--- config.mk ---
export PLATFORM = sky130hd
export DESIGN_NAME = gf_mult_serial
export DESIGN_NICKNAME = d
export VERILOG_FILES = /design/src/rtl/gf_pkg.sv /design/src/rtl/gf_digit_step.sv /design/src/rtl/gf_mult_serial.sv
export SDC_FILE = /design/constraint.sdc
export NUM_CORES = 1
export LEC_CHECK = 0
export BUFFER_PORTS_ARGS = -buffer_cell sky130_fd_sc_hd__buf_2
export CAP_MARGIN = 10
export CORE_MARGIN = 1
export CORE_UTILIZATION = 50
export CTS_CLUSTER_DIAMETER = 150
export DETAILED_ROUTE_END_ITERATION = 8
export PLACE_DENSITY = 0.75
export SETUP_SLACK_MARGIN = 0.15
export SLEW_MARGIN = 0
export SYNTH_ARGS = -nofsm -noshare
export SYNTH_HDL_FRONTEND = slang
export SYNTH_SLANG_ARGS = --single-unit
--- constraint.sdc ---
create_clock -name clk -period 1.6 [get_ports clk]
set_input_delay 0.24 -clock clk [delete_from_list [all_inputs] [get_ports clk]]
set_output_delay 0.24 -clock clk [all_outputs]
set_load 0.05 [all_outputs]
--- src/rtl/gf_pkg.sv ---
// Shared GF(2^m) definitions: control-state encoding, the AES field polynomial
// and a width-generic xtime helper used by the digit-serial datapaths.
package gf_pkg;

  typedef enum logic [1:0] {
    IDLE = 2'd0,
    RUN  = 2'd1,
    DONE = 2'd2
  } gf_state_e;

  localparam logic [8:0] AES_POLY = 9'h11B;

  // Widest field any caller may use; operands are zero-extended to this width.
  localparam int GF_MAX_W = 128;

  // Multiply v by x modulo the field polynomial. poly holds only the low w
  // coefficients (the implicit x^w term is dropped); bits at and above w are
  // cleared so the result always stays w bits wide.
  function automatic logic [GF_MAX_W-1:0] gf_xtime(
    input logic [GF_MAX_W-1:0] v,
    input logic [GF_MAX_W-1:0] poly,
    input int                  w
  );
    logic [GF_MAX_W-1:0] mask;
    logic [GF_MAX_W-1:0] r;
    logic                msb;
    mask = (GF_MAX_W'(1) << w) - GF_MAX_W'(1);
    msb  = |(v & (GF_MAX_W'(1) << (w - 1)));
    r    = v << 1;
    if (msb) r = r ^ poly;
    return r & mask;
  endfunction

endpackage

--- src/rtl/gf_digit_step.sv ---
// One digit of a MSB-first shift-and-add GF(2^W) multiply: D chained
// xtime/conditional-add stages, purely combinational.
module gf_digit_step
  import gf_pkg::*;
#(
  parameter int         W    = 8,
  parameter int         D    = 1,
  parameter logic [W:0] POLY = AES_POLY
) (
  input  logic [W-1:0] acc,
  input  logic [W-1:0] a,
  input  logic [D-1:0] digit,
  output logic [W-1:0] acc_next
);

  localparam logic [GF_MAX_W-1:0] POLY_EXT = GF_MAX_W'(POLY[W-1:0]);

  logic [GF_MAX_W-1:0] a_ext;
  logic [GF_MAX_W-1:0] t;

  assign a_ext = GF_MAX_W'(a);

  always_comb begin
    t = GF_MAX_W'(acc);
    // digit[D-1] is the most significant multiplier bit of this slice
    for (int j = D - 1; j >= 0; j--) begin
      t = gf_xtime(t, POLY_EXT, W) ^ (digit[j] ? a_ext : '0);
    end
    acc_next = t[W-1:0];
  end

endmodule

--- src/rtl/gf_mult_serial.sv ---
// Digit-serial GF(2^W) multiplier / multiply-accumulate with valid/ready on
// both sides; consumes D multiplier bits per clock, one operation in flight.
module gf_mult_serial
  import gf_pkg::*;
#(
  parameter int         W    = 8,
  parameter logic [W:0] POLY = AES_POLY,
  parameter int         D    = 1
) (
  input  logic         clk,
  input  logic         rst,
  input  logic         in_valid,
  output logic         in_ready,
  input  logic [W-1:0] in_a,
  input  logic [W-1:0] in_b,
  input  logic [W-1:0] in_c,
  input  logic         in_mac,
  output logic         out_valid,
  input  logic         out_ready,
  output logic [W-1:0] out_p,
  output logic         busy
);

  // Handshake: a transfer happens on a rising edge where valid and ready are
  // both high. in_ready is a decode of state only; out_valid, once raised,
  // holds with out_p stable until out_ready completes the transfer.

  localparam int NDIG = W / D;
  localparam int CW   = (NDIG > 1) ? $clog2(NDIG) : 1;
  localparam logic [CW-1:0] CNT_LAST = CW'(NDIG - 1);

  if (W < 2 || D < 1 || (W % D) != 0 || W > GF_MAX_W || POLY[W] != 1'b1) begin : g_bad_params
    $error("gf_mult_serial: illegal parameters W=%0d D=%0d POLY=%0h", W, D, POLY);
  end

  gf_state_e     state, state_nxt;
  logic [W-1:0]  a_q, b_q, c_q, acc_q;
  logic [CW-1:0] cnt_q;
  logic [W-1:0]  acc_next;
  logic          accept;

  assign in_ready  = (state == IDLE) && !rst;
  assign out_valid = (state == DONE);
  assign busy      = (state != IDLE);
  assign accept    = in_valid && in_ready;

  gf_digit_step #(.W(W), .D(D), .POLY(POLY)) u_step (
    .acc      (acc_q),
    .a        (a_q),
    .digit    (b_q[W-1 -: D]),
    .acc_next (acc_next)
  );

  always_ff @(posedge clk or posedge rst) begin
    if (rst) state <= IDLE;
    else     state <= state_nxt;
  end

  always_comb begin
    state_nxt = state;
    case (state)
      IDLE:    if (accept)         state_nxt = RUN;
      RUN:     if (cnt_q == '0)    state_nxt = DONE;
      DONE:    if (out_ready)      state_nxt = IDLE;
      default:                     state_nxt = IDLE;
    endcase
  end

  always_ff @(posedge clk or posedge rst) begin
    if (rst) begin
      a_q   <= '0;
      b_q   <= '0;
      c_q   <= '0;
      acc_q <= '0;
      cnt_q <= '0;
      out_p <= '0;
    end else begin
      case (state)
        IDLE: begin
          if (accept) begin
            a_q   <= in_a;
            b_q   <= in_b;
            c_q   <= in_mac ? in_c : '0;
            acc_q <= '0;
            cnt_q <= CNT_LAST;
          end
        end
        RUN: begin
          acc_q <= acc_next;
          b_q   <= b_q << D;
          cnt_q <= cnt_q - CW'(1);
          // out_p only ever changes here, so it never shows a partial product
          if (cnt_q == '0) out_p <= acc_next ^ c_q;
        end
        default: ;
      endcase
    end
  end

endmodule

==> flow_summary.json <==
{
  "path_max_fanout": 4,
  "finClkSkew_ps": 10.8,
  "dp_slack_ps": 99.2,
  "drc": 0,
  "slowest_stage": "dfrtp_2",
  "fin_ws_ps": 58.6,
  "synth_edf_count": 0,
  "initial_core_util_pct": 52.0,
  "crit_type": "flip-flop to output port",
  "port_buffers": 39,
  "r2r_slack_ps": 80,
  "drv_slew": 0,
  "power_density_nw_per_um2": 2080,
  "ys_warn_count": 0,
  "numClockSinks": 45,
  "timing.final.crit_share_pct": 96.3,
  "fmax_mhz": 649,
  "boundaryPins": 40,
  "final_common_cell": "nand2_1",
  "fin_crit_ps": 1540,
  "routabilityCongestion": 0.730,
  "antenna_found_initial": 0,
  "ys_seq_area_share_pct": 49.8,
  "finalNonFillerCells": 313,
  "hold_ws_ps": 131,
  "h-tree-depth": 2,
  "arrival_ps": 1300,
  "row_count": 24,
  "hold_class": "input pin to flip-flop",
  "worst_pin_slew_ps": 462,
  "die_area_um2": 4800,
  "syn_area_per_cell_um2": 10.5,
  "grt_pass1_vias": 1626,
  "cp.required_ps": 1360,
  "cts_tree": "yes",
  "clkSlewWorstSetupHoldPaths_ps": 80,
  "cts-root-buf": "clkbuf_8",
  "numCtsBuffers": 5,
  "area_growth_pct": 19.9,
  "antennaDiodeCount": 0,
  "fin_nets": 291,
  "grt_pass1_wl_um": 7360,
  "drtIter0Drc": 81,
  "wl_um": 4350,
  "setup_viol": 0,
  "grt_max_degree": 36,
  "core_area_um2": 4350,
  "vias_per_cell": 5.18,
  "clk_latency_ps": 290,
  "fillers": 374,
  "cp-start-kind": "flip-flop",
  "die_h_um": 69.3,
  "syn_nets": 247,
  "synth-main-ff-cell": "dfrtp_1",
  "status": "completed",
  "drv_cap": 0,
  "ant_nets": 0,
  "ir_drop_uv": 849,
  "crit_chain": "buf_6, or2_4, nor2_4, buf_6",
  "wl_per_cell_um": 13.9,
  "ys_types": 31,
  "p_leak_nw": 1.39,
  "final_layout_size_suffix_gt1_share_pct": 32.2,
  "gr-total-overflow": 0,
  "slowest_delay_ps": 420,
  "relSlewSlack_pct": 69.0,
  "timing.final.hold_violations": 0,
  "fp.dieW_um": 69.3,
  "finalSetupTns_ps": 0,
  "ys_ff_latch": 45,
  "netlist_area_um2": 2260,
  "dp.cells": 300,
  "cts.path.max_buffers": 2,
  "critPathCaptureType": "output port",
  "syn_inst": 216,
  "final_cell_mix": "nand2_1, dfrtp_1, buf_2, nand3_2, nand3_1",
  "postSynth.asyncResetShare_pct": 100,
  "drt_first_pass_iters": 4,
  "hpwl_um": 2840,
  "rsz0062_at_grt": "yes",
  "via_count": 1622,
  "critical_path.most_common_cell": "buf_6",
  "track_usage_pct": 19.4
}
## metal layers
| layer | vias to the layer above | part of all wire, % | wire (um) | GRT usage (%) |
|---|---|---|---|---|
| met3 | 5 | 2.4 | 105 | 3.20 |
| met5 | - | 0 | 0 | 0 |
| li1 | 802 | - | - | - |
| met2 | 23 | 51 | 2230 | 33.9 |
| met4 | 0 | 1.2 | 54 | 6.80 |
| met1 | 792 | 45 | 1960 | 24.4 |
## timing repair
action | CTS | global route
setup endpoints to repair | 31 | 41
endpoints found under the hold margin | 10 | 0
gates cloned | 0 | 2
hold buffers | 1 | 0
gates resized for setup | 9 | 7
buffers inserted | 1 | 1
pin swaps | 0 | 0
## registers in the layout, summed over array words and instances, names as in the netlist
register / count
a_q: 8
acc_q: 8
b_q: 8
c_q: 8
out_p: 8
cnt_q: 3
state: 2
## worst paths after layout
path	from	endpoint	cells after the start
max in group asynchronous	rst	state[0]	4
min	in_a[3]	a_q[3]	3
max	state[0]	in_ready	4
min in group asynchronous	rst	cnt_q[2]	3
max reg2reg	state[1]	acc_q[3]	4
min reg2reg	cnt_q[0]	cnt_q[0]	1
## cell usage after synthesis (all sizes together) (2+ instances only)
| library cell | count | area [um^2] |
|---|---|---|
| xor2 | 5 | 43.8 |
| a22oi | 7 | 52.6 |
| a21oi | 3 | 18.8 |
| ha | 2 | 25.0 |
| buf | 11 | 83.8 |
| dfrtp | 45 | 1130 |
| nand3 | 24 | 180 |
| o21ai | 21 | 120 |
| clkbuf | 4 | 15.0 |
| xor3 | 5 | 119 |
| xnor2 | 6 | 60.1 |
| inv | 5 | 18.8 |
| xnor3 | 3 | 67.6 |
| nand2 | 65 | 244 |
## critical path: cells and delay by family (launching register included)
kind | cells | cell delay [ps]
buffers and inverters | 2 | 280
DFF | 1 | 420
and+or+nand+nor | 2 | 320
## kinds of logic after synthesis
family / share of synthesized area [%]
and+or+nand+nor: 22.6
DFF: 49.8
AOI/OAI and AO/OA: 8.46
buffers and inverters: 5.20
xor gates and xnor gates: 12.8
adders and majority gates: 1.11
## cell type report
class	count	area, um^2	area share (%)
Timing Repair Buffer	52	373	13.7
Clock inverter	2	10.0	0.369
Sequential cell	45	1130	41.7
Inverter	5	18.8	0.692
Tap cell	52	65.1	2.40
Multi-Input combinational cell	151	1040	38.5
Clock buffer	6	72.6	2.68
## through the flow
| step | util [%] | cell area (um^2) | total power, W |
|---|---|---|---|
| CTS | 60.9 | 2650 | 0.00561 |
| global placement | 57.8 | 2520 | 0.00475 |
| floorplan | - | 2270 | 0.00430 |
| finish | 62.3 | 2710 | 0.00563 |
| global route | 62.3 | 2710 | 0.00608 |
| detailed placement | 57.8 | 2520 | 0.00484 |
## power breakdown
group | switching [W] | internal (W) | total (W)
Combinational | 0.00151 | 0.00135 | 0.00287
Sequential | 0.000417 | 0.00168 | 0.00210
Clock | 0.000365 | 0.000303 | 0.000668
Total | 0.00229 | 0.00334 | 0.00563
No activity file was read; power rests on OpenSTA's default activity.
